==> src/rtl/cpu_types_pkg.sv <==
// ============================================================================
// cpu_types_pkg
// Shared CPU types: data word plus the instruction-cache frame layout
// and the cache FSM states.
// Revision: 1.0
// ============================================================================
`default_nettype none

package cpu_types_pkg;

    typedef logic [31:0] word_t;

    localparam int ICACHE_SETS = 16;
    localparam int IIDX_W      = $clog2(ICACHE_SETS);
    localparam int ITAG_W      = 32 - IIDX_W - 2;

    typedef struct packed {
        logic              valid;
        logic [ITAG_W-1:0] tag;
        word_t             data;
    } icache_frame_t;

    typedef enum logic {
        IDLE  = 1'b0,
        FETCH = 1'b1
    } icache_state_t;

endpackage

`default_nettype wire

==> src/rtl/icache_direct.sv <==
// ============================================================================
// icache_direct
// Direct-mapped read-only instruction cache. Combinational hit path from a
// frame array; a miss runs a one-word fill over the iREN/iwait handshake and
// the following IDLE cycle re-looks-up the now valid frame.
// Revision: 1.0
// ============================================================================
`default_nettype none

module icache_direct
    import cpu_types_pkg::*;
#(
    // Frame tag width comes from the package, so SETS has to stay at ICACHE_SETS.
    parameter int SETS  = ICACHE_SETS,
    parameter int CNT_W = 32
) (
    input  logic             CLK,
    input  logic             nRST,
    input  logic             imemREN,
    input  word_t            imemaddr,
    output logic             ihit,
    output word_t            imemload,
    output logic             iREN,
    output word_t            iaddr,
    input  logic             iwait,
    input  word_t            iload,
    output logic [CNT_W-1:0] hit_count,
    output logic [CNT_W-1:0] miss_count
);

    localparam int IDX_W = $clog2(SETS);

    icache_state_t     state_q, state_d;
    icache_frame_t     frames_q [SETS];
    word_t             miss_addr_q;
    logic [CNT_W-1:0]  hit_count_q, miss_count_q;

    logic [IDX_W-1:0]  req_idx;
    logic [ITAG_W-1:0] req_tag;
    logic [IDX_W-1:0]  miss_idx;
    logic [ITAG_W-1:0] miss_tag;
    icache_frame_t     req_frame;
    logic              req_match;
    logic              miss_start;
    logic              fill;

    assign req_idx   = imemaddr[IDX_W+1:2];
    assign req_tag   = imemaddr[31:IDX_W+2];
    assign miss_idx  = miss_addr_q[IDX_W+1:2];
    assign miss_tag  = miss_addr_q[31:IDX_W+2];
    assign req_frame = frames_q[req_idx];
    assign req_match = req_frame.valid && (req_frame.tag == req_tag);

    // Fill data is never forwarded; imemload always reflects the looked-up frame.
    assign imemload   = req_frame.data;
    assign iaddr      = miss_addr_q;
    assign hit_count  = hit_count_q;
    assign miss_count = miss_count_q;

    // State register; reset drops straight to IDLE so iREN falls asynchronously.
    always_ff @(posedge CLK or negedge nRST) begin
        if (!nRST) begin
            state_q <= IDLE;
        end else begin
            state_q <= state_d;
        end
    end

    // Next-state and handshake outputs: lookups in IDLE, memory fill in FETCH.
    always_comb begin
        state_d    = state_q;
        ihit       = 1'b0;
        iREN       = 1'b0;
        miss_start = 1'b0;
        fill       = 1'b0;
        case (state_q)
            IDLE: begin
                ihit = imemREN && req_match;
                if (imemREN && !req_match) begin
                    miss_start = 1'b1;
                    state_d    = FETCH;
                end
            end
            FETCH: begin
                iREN = 1'b1;
                if (!iwait) begin
                    fill    = 1'b1;
                    state_d = IDLE;
                end
            end
            default: state_d = IDLE;
        endcase
    end

    // Frame array: only valid bits are reset; a fill overwrites the whole frame.
    always_ff @(posedge CLK or negedge nRST) begin
        if (!nRST) begin
            for (int i = 0; i < SETS; i++) begin
                frames_q[i].valid <= 1'b0;
            end
        end else if (fill) begin
            frames_q[miss_idx] <= '{valid: 1'b1, tag: miss_tag, data: iload};
        end
    end

    // Miss address is captured word-aligned and held until the next miss.
    always_ff @(posedge CLK or negedge nRST) begin
        if (!nRST) begin
            miss_addr_q <= '0;
        end else if (miss_start) begin
            miss_addr_q <= {imemaddr[31:2], 2'b00};
        end
    end

    // Performance counters, wrapping naturally at 2^CNT_W.
    always_ff @(posedge CLK or negedge nRST) begin
        if (!nRST) begin
            hit_count_q  <= '0;
            miss_count_q <= '0;
        end else begin
            if (ihit) begin
                hit_count_q <= hit_count_q + CNT_W'(1);
            end
            if (miss_start) begin
                miss_count_q <= miss_count_q + CNT_W'(1);
            end
        end
    end

endmodule

`default_nettype wire
==> config.mk <==
export PLATFORM = sky130hd
export DESIGN_NAME = icache_direct
export DESIGN_NICKNAME = d
export VERILOG_FILES = /design/src/rtl/cpu_types_pkg.sv /design/src/rtl/icache_direct.sv
export SDC_FILE = /design/constraint.sdc
export NUM_CORES = 1
export LEC_CHECK = 0
export CORE_MARGIN = 10
export CORE_UTILIZATION = 60
export DETAILED_ROUTE_END_ITERATION = 16
export PLACE_DENSITY = 0.85
export SLEW_MARGIN = 10
export SYNTH_ARGS = -nofsm -noshare
export SYNTH_HDL_FRONTEND = slang
export SYNTH_SLANG_ARGS = --single-unit
export TNS_END_PERCENT = 50
==> constraint.sdc <==
create_clock -name CLK -period 6.25 [get_ports CLK]
set_input_delay 1.25 -clock CLK [delete_from_list [all_inputs] [get_ports CLK]]
set_output_delay 1.25 -clock CLK [all_outputs]
set_load 0.01 [all_outputs]
==> run metrics <==
crit-path max FO=54; hold path depth=1; number of global-route vias before repair=21849; min-delay worst type=flip-flop to flip-flop; CTS sink count=1039; R2R Path Start=frames_q[271]; Synth top cells by count=edfxtp_1 (928), mux4_2 (259), dfrtp_1 (111), mux2i_1 (60), xnor2_1 (54); gpl congestion=0.805; Fmax achieved=0.161 GHz; area fraction of the dominant cell type after synthesis=68.9%; Setup Skew=0.0268 ns; max cap viols=0; prevailing post-synth register cell=edfxtp_1; FF-to-FF path depth=8; Crit. Startpoint=imemaddr[4]; count leader, synth=edfxtp_1; final setup violation count=0; Die H=280 um; largest area contributor in the netlist=edfxtp_1; Pleak=15.6 nW; via count=20834; gr ovfl total=0; Synth Area per Inst=21.9 um2; fin nets=2174; Final min period=6.20 ns; FP Rows=95; pin count of the biggest net entering global routing=96; share of cells above drive strength 1=24.6%; final hold vios=0; # IOs=198; H-Tree Depth=3; CP Class=primary input to primary output; top post-synthesis cells by area=edfxtp_1 (69%), mux4_2 (14%), dfrtp_1 (6.9%); Syn-to-layout area delta=16.3%; Core Footprint=0.0670 mm2; routed vias/inst=6.81; Cells after Synth=1848; TritonCTS buffer count=97; CTS tree=yes; EDFF count, synth=928; Clock Latency Late Sink=0.66 ns; hpwl dp=52300 um; Post-synth ARST share=10.7%; clk root buf=clkbuf_16; Tot GR Track Use=26.3%; WHS=0.463 ns; IO buf count=193; pwr/cell area=331 mW/mm2; RSZ-0062 raised after global routing=false; number of nets still failing antenna checks after routing=0; Pins Over Slew Limit=0; Peak supply drop=0.265 mV; pre-CTS WS=0.289 ns; Post-Route WL=102000 um; arrival time worst endpoint=4.95 ns; initial antenna violation count=3; Starting Density=60.3%; die area=0.0782 mm2; Clock Pin Slew Worst Setup and Hold Paths=0.06 ns; Max Root-Sink Buffers=3; Worst R2R End=miss_count[28]; sequential share of the synthesized area=75.8%; hold buffers post-CTS=0; WL/cell=33.4 um; Setup WS post-layout=0.0483 ns; DRC Markers=0; mapped cell area=0.0404 mm2; r2r setup slk=2.60 ns; FF+latch count, synth=1039; synth unique cells=54; DRT Pass-1 Iters=5; first-pass GRT wire length=150000 um; final setup TNS=0 ns; Synthesis Warnings=0; Max-slew headroom=17.9%; 1st-iter DRT viols=2801; CP endpoint=ihit; status=complete, no violations; startpoint types=primary input; Chip Width=280 um; Crit. End Element=primary output; slew of the pin with the lowest slew margin=1.23 ns; period utilization=99.2%; Critical Path RT=5.00 ns
==> through the flow <==
step / total power, mW / area [um2] / utilization [%] / cells
5_1_grt: 16.0 / 47000 / 70.1 / 3060
4_1_cts: 15.6 / 47000 / 70.1 / 3059
3_3_place_gp: 9.33 / 43600 / 65.1 / 2878
2_1_floorplan: 8.82 / 40400 / - / 1849
3_5_place_dp: 9.41 / 43600 / 65.1 / 2878
6_report: 15.6 / 47000 / 70.1 / 3060
==> flip-flops by register name, summed over array words and instances, names as in the netlist <==
name        flops
hit_count      32
iaddr          30
miss_count     32
frames_q      944
state_q         1
==> logic make-up after synthesis <==
| logic type | count (synthesis) | share of synthesized area [%] |
|---|---|---|
| xor gates and xnor gates | 93 | 2.01 |
| buffers and inverters | 104 | 1.30 |
| muxes | 351 | 16.8 |
| and+or+nand+nor | 205 | 3.00 |
| adders and majority gates | 2 | 0.0619 |
| DFF | 1039 | 75.8 |
| other | 1 | 0.00928 |
| AOI/OAI and AO/OA | 53 | 1.00 |
==> report_power, final <==
part / total (mW) / switching [mW] / internal (mW) / leakage [nW]
clock network: 6.24 / 2.60 / 3.64 / 1.63
logic: 1.12 / 0.580 / 0.536 / 4.22
registers: 8.21 / 0.290 / 7.92 / 9.73
==> worst min-delay path by stage <==
stage                        from            end  slack (ns)
global route        frames_q[707]  frames_q[707]        0.48
global placement    frames_q[589]  frames_q[589]        0.43
finish              frames_q[589]  frames_q[589]        0.46
detailed placement  frames_q[707]  frames_q[707]        0.45
floorplan           frames_q[176]  frames_q[176]        0.42
CTS                 frames_q[589]  frames_q[589]        0.46
==> what timing repair did <==
action                     CTS  global route
setup endpoints to repair    0             1
buffers inserted             0             0
resized for setup            0             1
hold endpoints to repair     0             0
==> critical path, cell delays in order <==
cell and delay [ns]:
clkbuf_8 0.46, buf_4 0.34, mux4_2 0.57, mux2i_1 0.26, mux2i_1 0.21, xnor2_1 0.35, o2111a_1 0.25, and4bb_2 0.40
nand4_4 0.15, inv_1 0.10, clkdlybuf4s50_1 0.54
==> cells in the final DEF, fill, tap and decap left out, types with 10 or more instances in the layout <==
cell / synthesis / final
inv_1: 15 / 14
xor2_1: 39 / 39
mux2_2: 32 / 32
nand3_1: 33 / 33
dfrtp_1: 111 / 111
nand2_1: 28 / 28
clkbuf_8: 0 / 10
a21o_1: 13 / 13
clkinv_1: 0 / 13
nor2_4: 0 / 16
buf_4: 10 / 42
buf_12: 0 / 11
clkbuf_1: 31 / 15
and3_1: 12 / 12
mux2i_1: 60 / 60
nand4_1: 20 / 20
clkinv_2: 0 / 15
clkdlybuf4s50_1: 0 / 188
mux4_2: 259 / 259
xnor2_1: 54 / 54
bufinv_16: 0 / 15
edfxtp_1: 928 / 928
nor3_1: 14 / 14
a22oi_1: 10 / 10
clkbuf_16: 0 / 99
nor2_1: 32 / 16
==> routing by layer <==
metal / share of wire [%] / global-route usage, %
met4: 4.1 / 10.9
met5: 0.022 / 0
met2: 51 / 44.0
met1: 34 / 33.5
met3: 10 / 5.41
==> area by class of cell <==
class,count,area [um2]
Sequential cell,1039,30600
Fill cell,3641,20000
Multi-Input combinational cell,706,9390
Clock buffer,122,2640
Timing Repair Buffer,245,2460
Tap cell,873,1090
Clock inverter,59,726
Inverter,15,57.6
Antenna cell,1,2.50
(Power assumes the default switching activity.)
